$ cat config.mk
export PLATFORM = sky130hd
export DESIGN_NAME = l1_rd_resp
export DESIGN_NICKNAME = d
export VERILOG_FILES = /design/src/rtl/l1_rd_resp.sv
export SDC_FILE = /design/constraint.sdc
export NUM_CORES = 1
export LEC_CHECK = 0
export CORE_MARGIN = 2
export CORE_UTILIZATION = 38
export DETAILED_ROUTE_END_ITERATION = 7
export GPL_ROUTABILITY_DRIVEN = 0
export MAX_ROUTING_LAYER = met4
export SLEW_MARGIN = 15
export SYNTH_ARGS = -nofsm -noshare
export SYNTH_HDL_FRONTEND = slang
export SYNTH_SLANG_ARGS = --single-unit
export TNS_END_PERCENT = 10
$ cat constraint.sdc
create_clock -name clk -period 3.3 [get_ports clk]
set_input_delay 0.495 -clock clk [delete_from_list [all_inputs] [get_ports clk]]
set_output_delay 0.495 -clock clk [all_outputs]
set_load 0.005 [all_outputs]
$ cat src/rtl/l1_rd_resp.sv
// L1 read-port response stage: issues BRAM reads for accepted addresses and returns tagged data
// in accept order, with a credit counter reserving FIFO space for every in-flight read.
module l1_rd_resp #(
    parameter int unsigned nstrms       = 64,
    parameter int unsigned nstrms_width = $clog2(nstrms),
    parameter int unsigned ptr_width    = 1,
    parameter int unsigned data_width   = 64,
    parameter int unsigned bram_lat     = 2,
    parameter int unsigned fifo_depth   = 4
) (
    input  logic                              clk,
    input  logic                              reset,
    input  logic                              i_addr_v,
    output logic                              i_addr_r,
    input  logic [ptr_width-1:0]              i_addr_ptr,
    input  logic [nstrms_width-1:0]           i_addr_sid,
    output logic                              o_bram_re,
    output logic [nstrms_width+ptr_width-1:0] o_bram_addr,
    input  logic [data_width-1:0]             i_bram_data,
    output logic                              o_rd_v,
    input  logic                              o_rd_r,
    output logic [data_width-1:0]             o_rd_data,
    output logic [nstrms_width-1:0]           o_rd_sid,
    output logic                              o_idle
);
    localparam int unsigned CntW = $clog2(fifo_depth + 1);
    localparam int unsigned PtrW = (fifo_depth > 1) ? $clog2(fifo_depth) : 1;
    localparam logic [CntW-1:0] CreditMax = CntW'(fifo_depth);
    localparam logic [PtrW-1:0] PtrLast   = PtrW'(fifo_depth - 1);

    logic [CntW-1:0]         r_credit;
    logic [CntW-1:0]         r_count;
    logic [PtrW-1:0]         r_wptr;
    logic [PtrW-1:0]         r_rptr;
    logic [bram_lat-1:0]     r_pipe_v;
    logic [nstrms_width-1:0] r_pipe_sid [bram_lat];
    logic [nstrms_width-1:0] r_fifo_sid [fifo_depth];
    logic [data_width-1:0]   r_fifo_data [fifo_depth];

    logic w_accept;
    logic w_pop;
    logic w_wr;

    function automatic logic [PtrW-1:0] ptr_inc(input logic [PtrW-1:0] p);
        return (p == PtrLast) ? '0 : p + PtrW'(1);
    endfunction

    assign i_addr_r    = (r_credit != '0) & ~reset;
    assign w_accept    = i_addr_v & i_addr_r;
    assign o_bram_re   = w_accept;
    assign o_bram_addr = {i_addr_sid, i_addr_ptr};
    assign o_rd_v      = (r_count != '0) & ~reset;
    assign w_pop       = o_rd_v & o_rd_r;
    assign w_wr        = r_pipe_v[bram_lat-1];
    assign o_rd_data   = r_fifo_data[r_rptr];
    assign o_rd_sid    = r_fifo_sid[r_rptr];
    assign o_idle      = (r_credit == CreditMax) & ~reset;

    // A credit is taken at accept and returned only at pop, so the FIFO can never overflow.
    always_ff @(posedge clk) begin
        if (reset) begin
            r_credit <= CreditMax;
        end else if (w_accept && !w_pop) begin
            r_credit <= r_credit - CntW'(1);
        end else if (w_pop && !w_accept) begin
            r_credit <= r_credit + CntW'(1);
        end
    end

    always_ff @(posedge clk) begin
        if (reset) begin
            r_pipe_v <= '0;
        end else begin
            r_pipe_v[0] <= w_accept;
            for (int i = 1; i < bram_lat; i++) begin
                r_pipe_v[i] <= r_pipe_v[i-1];
            end
        end
    end

    always_ff @(posedge clk) begin
        r_pipe_sid[0] <= i_addr_sid;
        for (int i = 1; i < bram_lat; i++) begin
            r_pipe_sid[i] <= r_pipe_sid[i-1];
        end
    end

    always_ff @(posedge clk) begin
        if (reset) begin
            r_count <= '0;
            r_wptr  <= '0;
            r_rptr  <= '0;
        end else begin
            if (w_wr) begin
                r_wptr <= ptr_inc(r_wptr);
            end
            if (w_pop) begin
                r_rptr <= ptr_inc(r_rptr);
            end
            if (w_wr && !w_pop) begin
                r_count <= r_count + CntW'(1);
            end else if (w_pop && !w_wr) begin
                r_count <= r_count - CntW'(1);
            end
        end
    end

    always_ff @(posedge clk) begin
        if (w_wr) begin
            r_fifo_sid[r_wptr]  <= r_pipe_sid[bram_lat-1];
            r_fifo_data[r_wptr] <= i_bram_data;
        end
    end

endmodule

==> results.sh, run 1 <==
export IMPL_synth_fp_nets=541
export IMPL_vias=5037
export IMPL_crit_fanout=40
export IMPL_rsz0062_at_grt="no"
export IMPL_fin_worst_skew_ns=0.0139
export IMPL_tightest_slew_ns=0.575
export IMPL_hold_path_class="reg -> reg"
export IMPL_synth_seq_cells=306
export IMPL_worst_setup_path_type="reg -> out"
export IMPL_start_util=0.388
export IMPL_fmax_ghz=0.333
export IMPL_overflow=0
export IMPL_fin_ws_ns=0.296
export IMPL_core_area_um2=28800
export IMPL_power_density_nw_per_um2=620
export IMPL_startpoint_type="flip-flop"
export IMPL_clk_latency_ns=0.55
export IMPL_firstDrtPassIters=4
export IMPL_htree_levels=1
export IMPL_rows=62
export IMPL_synth_edf_count=280
export IMPL_r2r_cells=9
export IMPL_grt_met2_usage=0.224
export IMPL_grt_use_met1=0.179
export IMPL_fin_tns_setup_ns=0
export IMPL_port_buffers=153
export IMPL_slew_violations=0
export IMPL_fin_nets=712
export IMPL_leakagePower_nw=4.43
export IMPL_placed_cells=980
export IMPL_final_cell_area_um2=14100
export IMPL_grt_total_usage=0.139
export IMPL_die_x_um=175
export IMPL_drive_above_1_share=0.207
export IMPL_areaGrowthSynthToFinish_pct=26.0
export IMPL_dpl_instance_area_um2=13100
export IMPL_syn_area_per_cell_um2=24.4
export IMPL_async_reset_ff_frac=0
export IMPL_r2r_end="r_credit[2]"
export IMPL_cts_resized=0
export IMPL_clkSinkCount=306
export IMPL_critical_path_arrival_ns=2.51
export IMPL_instances_no_fill=1036
export IMPL_ios=156
export IMPL_synth_area_leaders="edfxtp_1 75%, mux4_2 14%, dfxtp_1 4.7%"
export IMPL_r2r_slack_ns=0.83
export IMPL_yosys_warnings=0
export IMPL_synthTopCellsByCount="280 x edfxtp_1, 70 x mux4_2, 26 x dfxtp_1"
export IMPL_layout_min_cycle_time_ns=3.00
export IMPL_cts_made_buffers=30
export IMPL_seq_area_frac_synth=0.800
export IMPL_clk_pin_slew_ns=0.06
export IMPL_hold_buffers=0
export IMPL_busiest_layer="met2"
export IMPL_syn_area_um2=11200
export IMPL_yosys_area_top_type="edfxtp_1"
export IMPL_synth_flop_cell="edfxtp_1"
export IMPL_grtUsageMet3=0.0307
export IMPL_worstPathRequired_ns=2.80
export IMPL_synthCells=457
export IMPL_setup_violations_final=0
export IMPL_drt_iter0_drc=295
export IMPL_synth_top_area_share=0.753
export IMPL_ant_nets=0
export IMPL_synth_most_common_cell="edfxtp_1"
export IMPL_vdd_ir_drop_max_mv=0.446
export IMPL_vias_per_cell=4.86
export IMPL_antenna_found_initial=1
export IMPL_design_power_total_mw=8.73
export IMPL_root_buffer="clkbuf_16"
export IMPL_die_h_um=175
export IMPL_wl_mm=20.6
export IMPL_worst_setup_path_end_kind="output port"
export IMPL_min_path_cells=0
export IMPL_slew_headroom=0.616
export IMPL_period_share=0.910
export IMPL_min_to="r_pipe_sid[0][11]"
export IMPL_hp_start="r_pipe_sid[0][5]"
export IMPL_wl_per_cell_um=19.8
export IMPL_grt_pass1_vias=5560
export IMPL_cts_buffer_depth=3
export IMPL_grt_pass1_wl_mm=31.7
export IMPL_place_ws_ns=0.263
export IMPL_grt_max_degree=41
export IMPL_die_area_um2=30800
export IMPL_cts_setup_buffers=0
export IMPL_hpwlAfterDp_mm=11.9
export IMPL_drc=0
export IMPL_cts_tree="yes"
export IMPL_r2r_start="r_count[0]"
export IMPL_post_synth_num_cell_types=25
export IMPL_maxCapViolations=0
export IMPL_hold_viol=0
export IMPL_status="complete, no violations"
how the worst max path moves through the flow:
stage / endpoint / slack [ns] / cells past startpoint
CTS: o_rd_data[41] / 0.21 / 3
floorplan: r_fifo_data[3][0] / 0.68 / 2
global placement: r_credit[2] / 0.49 / 9
finish: o_rd_data[41] / 0.30 / 3
detailed placement: r_credit[2] / 0.26 / 9
global route: o_rd_data[41] / 0.13 / 3
logic make-up after synthesis:
logic type	synth area share
fa+ha+maj	0.0114
simple gates	0.0132
xor+xnor	0.00314
buf+inv	0.0248
flops	0.800
mux	0.145
compound gates	0.00224
metal layers:
metal  vias to the layer above  part of all wire
met5                         -                 0
li1                       2239                 -
met1                      2627              0.43
met3                        32             0.055
met4                         0             0.022
met2                       139              0.49
critical path, cell delays in order (launching register included):
cell and delay (ns):
dfxtp_4 0.51, buf_12 0.36, mux4_2 0.60, clkdlybuf4s50_1 0.47
per-stage QoR:
step / hold WS, ns / utilization
6_report: 0.328 / 0.489
5_1_grt: 0.333 / 0.489
4_1_cts: 0.328 / 0.489
3_5_place_dp: 0.313 / 0.455
3_3_place_gp: 0.314 / 0.455
2_1_floorplan: 0.310 / -
flip-flops by register name, indices dropped and copies added, names as in the netlist, named ones only:
| register | flops |
|---|---|
| r_rptr | 2 |
| r_pipe_sid | 12 |
| r_wptr | 2 |
| r_count | 3 |
| r_fifo_sid | 24 |
| r_credit | 3 |
| r_fifo_data | 256 |
| r_pipe_v | 2 |
final cells by class:
class | count | area, um^2
Timing Repair Buffer | 163 | 1680
Clock buffer | 43 | 882
Inverter | 8 | 30.0
Tap cell | 384 | 480
Multi-Input combinational cell | 119 | 1960
Fill cell | 2365 | 14700
Sequential cell | 306 | 8940
Antenna cell | 1 | 2.50
Clock inverter | 12 | 87.6
layout by cell type (no fill, tap or decap):
cell / Yosys / routed
a21oi_1: 3 / 3
and2_1: 6 / 2
and2_4: 0 / 4
buf_12: 7 / 6
buf_4: 7 / 4
bufinv_16: 0 / 1
clkbuf_1: 1 / 7
clkbuf_16: 0 / 32
clkbuf_8: 0 / 4
clkdlybuf4s50_1: 0 / 153
clkinv_1: 0 / 2
clkinv_2: 0 / 7
clkinvlp_4: 0 / 2
dfxtp_1: 26 / 24
dfxtp_4: 0 / 2
diode_2: 0 / 1
edfxtp_1: 280 / 280
fa_1: 2 / 2
ha_1: 7 / 7
inv_1: 8 / 8
mux2_2: 2 / 2
mux2i_1: 2 / 2
mux4_2: 70 / 70
nor2_1: 10 / 10
nor2b_1: 3 / 3
nor3_1: 3 / 3
nor3b_1: 2 / 2
nor4b_1: 1 / 1
o21ai_0: 2 / 2
or3_1: 1 / 1
or3b_2: 1 / 1
xor2_1: 4 / 4
report_power, final:
part	total (mW)	switching, mW	internal [mW]	leakage, nW
clock	3.29	1.36	1.93	0.476
combinational	1.07	0.391	0.678	1.21
sequential	4.37	0.0629	4.30	2.75
total	8.73	1.82	6.91	4.43
Power figures use the tool's default switching activity.
==> run 2, diff against run 1 <==
--- a/config.mk
+++ b/config.mk
@@ -7,9 +7,12 @@
 export LEC_CHECK = 0
 export CORE_MARGIN = 2
 export CORE_UTILIZATION = 38
+export CTS_BUF_LIST = sky130_fd_sc_hd__clkbuf_4 sky130_fd_sc_hd__clkbuf_8
 export DETAILED_ROUTE_END_ITERATION = 7
 export GPL_ROUTABILITY_DRIVEN = 0
+export HOLD_SLACK_MARGIN = 0.15
 export MAX_ROUTING_LAYER = met4
+export REMOVE_ABC_BUFFERS = 1
 export SLEW_MARGIN = 15
 export SYNTH_ARGS = -nofsm -noshare
 export SYNTH_HDL_FRONTEND = slang
==> run 2 against run 1 <==
- flip-flop and latch count unchanged
- final cell count up 2.8%
- global-route usage decreased by 0.28 points
- final area shrank 0.14%
- first-iteration DRC count down 5.1%
- clock skew about the same
- largest power group unchanged
==> results.sh, run 2 (same netlist as run 1, synthesis figures left out) <==
export IMPL_clkSinkCount=306
export IMPL_grt_max_degree=71
export IMPL_largest_register_ffs=256
export IMPL_top_register="r_fifo_data"
export IMPL_critical_path_arrival_ns=2.38
export IMPL_critPathCapture="o_rd_data[16]"
export IMPL_startpoint_type="flip-flop"
export IMPL_vdd_ir_drop_max_mv=0.377
export IMPL_grt_pass1_vias=5638
export IMPL_status="complete, no violations"
export IMPL_drive_above_1_share=0.244
export IMPL_fmax_ghz=0.348
export IMPL_port_buffers=153
export IMPL_placed_cells=976
export IMPL_crit_fanout=24
export IMPL_layout_commonest_cell="edfxtp_1"
export IMPL_fin_nets=729
export IMPL_die_h_um=175
export IMPL_top_regs="r_fifo_data x256, r_fifo_sid x24, r_pipe_sid x12"
export IMPL_mostFrequentLayoutCells="280 x edfxtp_1, 153 x clkdlybuf4s50_1, 70 x mux4_2, 51 x clkbuf_8, 24 x dfxtp_1"
export IMPL_grt_pass1_wl_mm=31.1
export IMPL_power_density_nw_per_um2=613
export IMPL_firstDrtPassIters=4
export IMPL_vias_per_cell=4.80
export IMPL_htree_levels=2
export IMPL_cts_made_buffers=49
export IMPL_vias=5111
export IMPL_worst_setup_path_type="reg -> out"
export IMPL_overflow=0
export IMPL_drt_iter0_drc=280
export IMPL_layout_min_cycle_time_ns=2.87
export IMPL_clk_pin_slew_ns=0.06
export IMPL_crit_path_top_delay_cell="mux4_2"
export IMPL_slew_violations=0
export IMPL_start_util=0.388
export IMPL_fin_worst_skew_ns=0.0138
export IMPL_hpwlAfterDp_mm=11.1
export IMPL_slew_headroom=0.249
export IMPL_postLayoutCoreUtil=0.488
export IMPL_diodes=0
export IMPL_tightest_slew_ns=1.13
export IMPL_root_buffer="clkbuf_8"
export IMPL_instances_no_fill=1065
export IMPL_maxCapViolations=0
export IMPL_cpPeakStageDelay_ns=0.59
export IMPL_wl_mm=20.2
export IMPL_r2r_start="r_count[0]"
export IMPL_grt_total_usage=0.136
export IMPL_r2r_slack_ns=0.86
export IMPL_worstPathRequired_ns=2.80
export IMPL_cts_resized=0
export IMPL_r2r_cells=9
export IMPL_cts_buffer_depth=3
export IMPL_hold_path_class="reg -> reg"
export IMPL_antenna_found_initial=0
export IMPL_drc=0
export IMPL_wl_per_cell_um=19.0
export IMPL_hold_buffers=0
export IMPL_hold_viol=0
export IMPL_fillerInstances=2352
export IMPL_setup_violations_final=0
export IMPL_die_area_um2=30800
export IMPL_die_x_um=175
export IMPL_ant_nets=0
export IMPL_areaGrowthSynthToFinish_pct=25.9
export IMPL_leakagePower_nw=4.47
export IMPL_worst_setup_path_end_kind="output port"
export IMPL_rsz0062_at_grt="no"
export IMPL_clk_latency_ns=0.53
export IMPL_core_area_um2=28800
export IMPL_worstPathCellList="buf_4 -> mux4_2 -> clkdlybuf4s50_1"
export IMPL_cts_setup_buffers=0
export IMPL_r2r_end="r_credit[2]"
export IMPL_cts_tree="yes"
export IMPL_ios=156
export IMPL_rows=62
export IMPL_period_share=0.871
[run 2: area by class of cell]
| type | instances | area, um^2 | share of cell area |
|---|---|---|---|
| Sequential cell | 306 | 8940 | 0.636 |
| Multi-Input combinational cell | 119 | 1960 | 0.140 |
| Timing Repair Buffer | 161 | 1660 | 0.118 |
| Clock buffer | 73 | 867 | 0.0617 |
| Tap cell | 384 | 480 | 0.0342 |
| Clock inverter | 14 | 110 | 0.00784 |
| Inverter | 8 | 30.0 | 0.00214 |
[run 2: worst max-delay path: cells and delay by family, from the launching register on]
kind / cells / cell delay, ns
DFF: 1 / 0.35
buffers and inverters: 2 / 0.89
muxes: 1 / 0.59
[run 2: metal layers]
metal / track usage / part of all wire
met4: 0.0403 / 0.019
met2: 0.225 / 0.50
met5: - / 0
met1: 0.163 / 0.42
met3: 0.0377 / 0.062
[run 2: power breakdown]
group | internal, mW | switching [mW]
combinational | 0.673 | 0.407
sequential | 4.31 | 0.0425
clock | 1.83 | 1.36
[run 2: metrics by stage]
step	worst slack (ns)	TNS [ns]	hold slack (ns)	power (mW)	cell area [um^2]
after global placement	0.497	0	0.312	5.52	13000
after detailed placement	0.360	0	0.312	5.54	13000
final	0.427	0	0.323	8.61	14000
after global routing	0.250	0	0.333	8.98	14000
after floorplan	-0.822	-57.52	0.310	4.97	10900
after CTS	0.324	0	0.325	8.77	14000
[run 2: worst min-delay path by stage]
stage	startpoint	to	slack [ns]	cells after the start
floorplan	r_pipe_sid[0][4]	r_pipe_sid[0][10]	0.31	0
global placement	r_pipe_sid[0][1]	r_pipe_sid[0][7]	0.31	0
detailed placement	r_pipe_sid[0][1]	r_pipe_sid[0][7]	0.31	0
CTS	r_pipe_sid[0][1]	r_pipe_sid[0][7]	0.32	0
global route	r_pipe_sid[0][1]	r_pipe_sid[0][7]	0.33	0
finish	r_pipe_sid[0][3]	r_pipe_sid[0][9]	0.32	0
==> run 3, diff against run 2 <==
--- a/config.mk
+++ b/config.mk
@@ -13,7 +13,6 @@
 export HOLD_SLACK_MARGIN = 0.15
 export MAX_ROUTING_LAYER = met4
 export REMOVE_ABC_BUFFERS = 1
-export SLEW_MARGIN = 15
 export SYNTH_ARGS = -nofsm -noshare
 export SYNTH_HDL_FRONTEND = slang
 export SYNTH_SLANG_ARGS = --single-unit
==> run 3 against run 2 <==
- non-clock buffer count is 2 lower
- register-to-register slack about the same
- sequential power about the same
- setup slack worse by 0.0024 ns
- flip-flop and latch count unchanged
- worst hold slack improved by 0.0012 ns
- critical path type unchanged
- critical endpoint unchanged
==> results.sh, run 3 (same netlist as run 1, synthesis figures left out) <==
export IMPL_hold_path_class="reg -> reg"
export IMPL_fmax_ghz=0.348
export IMPL_worstPathCellList="buf_4 -> mux4_2 -> clkdlybuf4s50_1"
export IMPL_mostFrequentLayoutCells="280 x edfxtp_1, 153 x clkdlybuf4s50_1, 70 x mux4_2, 51 x clkbuf_8, 24 x dfxtp_1"
export IMPL_rows=62
export IMPL_vias_per_cell=4.81
export IMPL_largest_register_ffs=256
export IMPL_firstDrtPassIters=4
export IMPL_clk_latency_ns=0.55
export IMPL_root_buffer="clkbuf_8"
export IMPL_vias=5109
export IMPL_critical_path_arrival_ns=2.38
export IMPL_cts_resized=0
export IMPL_cp_num_buf_inv=2
export IMPL_crit_fanout=24
export IMPL_rsz0062_at_grt="no"
export IMPL_top_regs="r_fifo_data x256, r_fifo_sid x24, r_pipe_sid x12"
export IMPL_place_ws_ns=0.360
export IMPL_grtUsageMet3=0.0377
export IMPL_grt_use_met1=0.163
export IMPL_grt_met2_usage=0.225
export IMPL_fin_tns_setup_ns=0
export IMPL_path_delay_family="buffers and inverters"
export IMPL_port_buffers=153
export IMPL_crit_path_top_delay_cell="mux4_2"
export IMPL_hpwlAfterDp_mm=11.1
export IMPL_areaGrowthSynthToFinish_pct=25.4
export IMPL_slew_violations=0
export IMPL_power_density_nw_per_um2=616
export IMPL_die_h_um=175
export IMPL_hold_viol=0
export IMPL_maxCapViolations=0
export IMPL_hold_buffers=0
export IMPL_top_register="r_fifo_data"
export IMPL_worst_setup_path_end_kind="output port"
export IMPL_status="complete, no violations"
export IMPL_drive_above_1_share=0.242
export IMPL_vdd_ir_drop_max_mv=0.376
export IMPL_startpoint_type="flip-flop"
export IMPL_antenna_found_initial=0
export IMPL_period_share=0.871
export IMPL_wl_per_cell_um=19.1
export IMPL_cpPeakStageDelay_ns=0.59
export IMPL_wl_mm=20.3
export IMPL_ant_nets=0
export IMPL_fillerInstances=2358
export IMPL_clkSinkCount=306
export IMPL_layout_min_cycle_time_ns=2.88
export IMPL_grt_pass1_wl_mm=31.1
export IMPL_fin_worst_skew_ns=0.0161
export IMPL_cts_buffer_depth=3
export IMPL_diodes=0
export IMPL_drc=0
export IMPL_slew_headroom=0.235
export IMPL_finalHoldWorstSlack_ns=0.324
export IMPL_die_x_um=175
export IMPL_fin_ws_ns=0.425
export IMPL_htree_levels=2
export IMPL_design_power_total_mw=8.62
export IMPL_tightest_slew_ns=1.15
export IMPL_grt_pass1_vias=5638
export IMPL_die_area_um2=30800
export IMPL_fin_nets=727
export IMPL_start_util=0.388
export IMPL_layout_commonest_cell="edfxtp_1"
export IMPL_ios=156
export IMPL_grt_total_usage=0.136
export IMPL_drt_iter0_drc=260
export IMPL_busiest_layer="met2"
export IMPL_setup_violations_final=0
export IMPL_worstPathRequired_ns=2.80
export IMPL_leakagePower_nw=4.45
export IMPL_cts_setup_buffers=0
export IMPL_cts_made_buffers=49
export IMPL_worst_setup_path_type="reg -> out"
export IMPL_overflow=0
export IMPL_core_area_um2=28800
export IMPL_grt_max_degree=71
export IMPL_cts_tree="yes"
export IMPL_clk_pin_slew_ns=0.05
[run 3: area by class of cell]
cell class | count | area, um^2 | share of cell area
clock buffer | 73 | 867 | 0.0620
clock inverter | 14 | 110 | 0.00787
timing repair buffer | 159 | 1600 | 0.114
multi-input combinational | 119 | 1960 | 0.140
tap | 384 | 480 | 0.0343
sequential | 306 | 8940 | 0.639
inverter | 8 | 30.0 | 0.00215
[run 3: metrics by stage]
step / area, um^2 / utilization / std cells
after detailed placement: 13000 / 0.452 / 976
after global placement: 13000 / 0.452 / 976
after CTS: 14000 / 0.486 / 1063
after global routing: 14000 / 0.486 / 1063
after floorplan: 10900 / - / 433
final: 14000 / 0.486 / 1063
[run 3: worst register-to-register path, stage by stage, from the launching register on]
cell	delay, ns
dfxtp_1	0.34
nor3_1	0.31
nor3b_1	0.16
inv_1	0.13
ha_1	0.20
inv_1	0.06
fa_1	0.37
xor2_1	0.16
o21ai_0	0.14
or3b_2	0.45
[run 3: worst paths after layout]
kind / slack, ns / depth (start not counted) / from / end
max: 0.42 / 3 / flip-flop / o_rd_data[16]
max reg2reg: 0.86 / 9 / r_count[0] / r_credit[2]
min: 0.32 / 0 / r_pipe_sid[0][1] / r_pipe_sid[0][7]
min reg2reg: 0.32 / 0 / r_pipe_sid[0][1] / r_pipe_sid[0][7]
[run 3: metal layers]
metal / vias up / routed length [um]
met4: 0 / 411
met2: 144 / 10300
li1: 2278 / -
met1: 2650 / 8380
met5: - / 0
met3: 37 / 1230
[run 3: power by group]
part	leakage (nW)	switching (mW)	total [mW]	internal, mW
registers	2.75	0.0426	4.35	4.31
logic	1.18	0.408	1.08	0.672
clock network	0.524	1.36	3.19	1.83
total	4.45	1.81	8.62	6.81
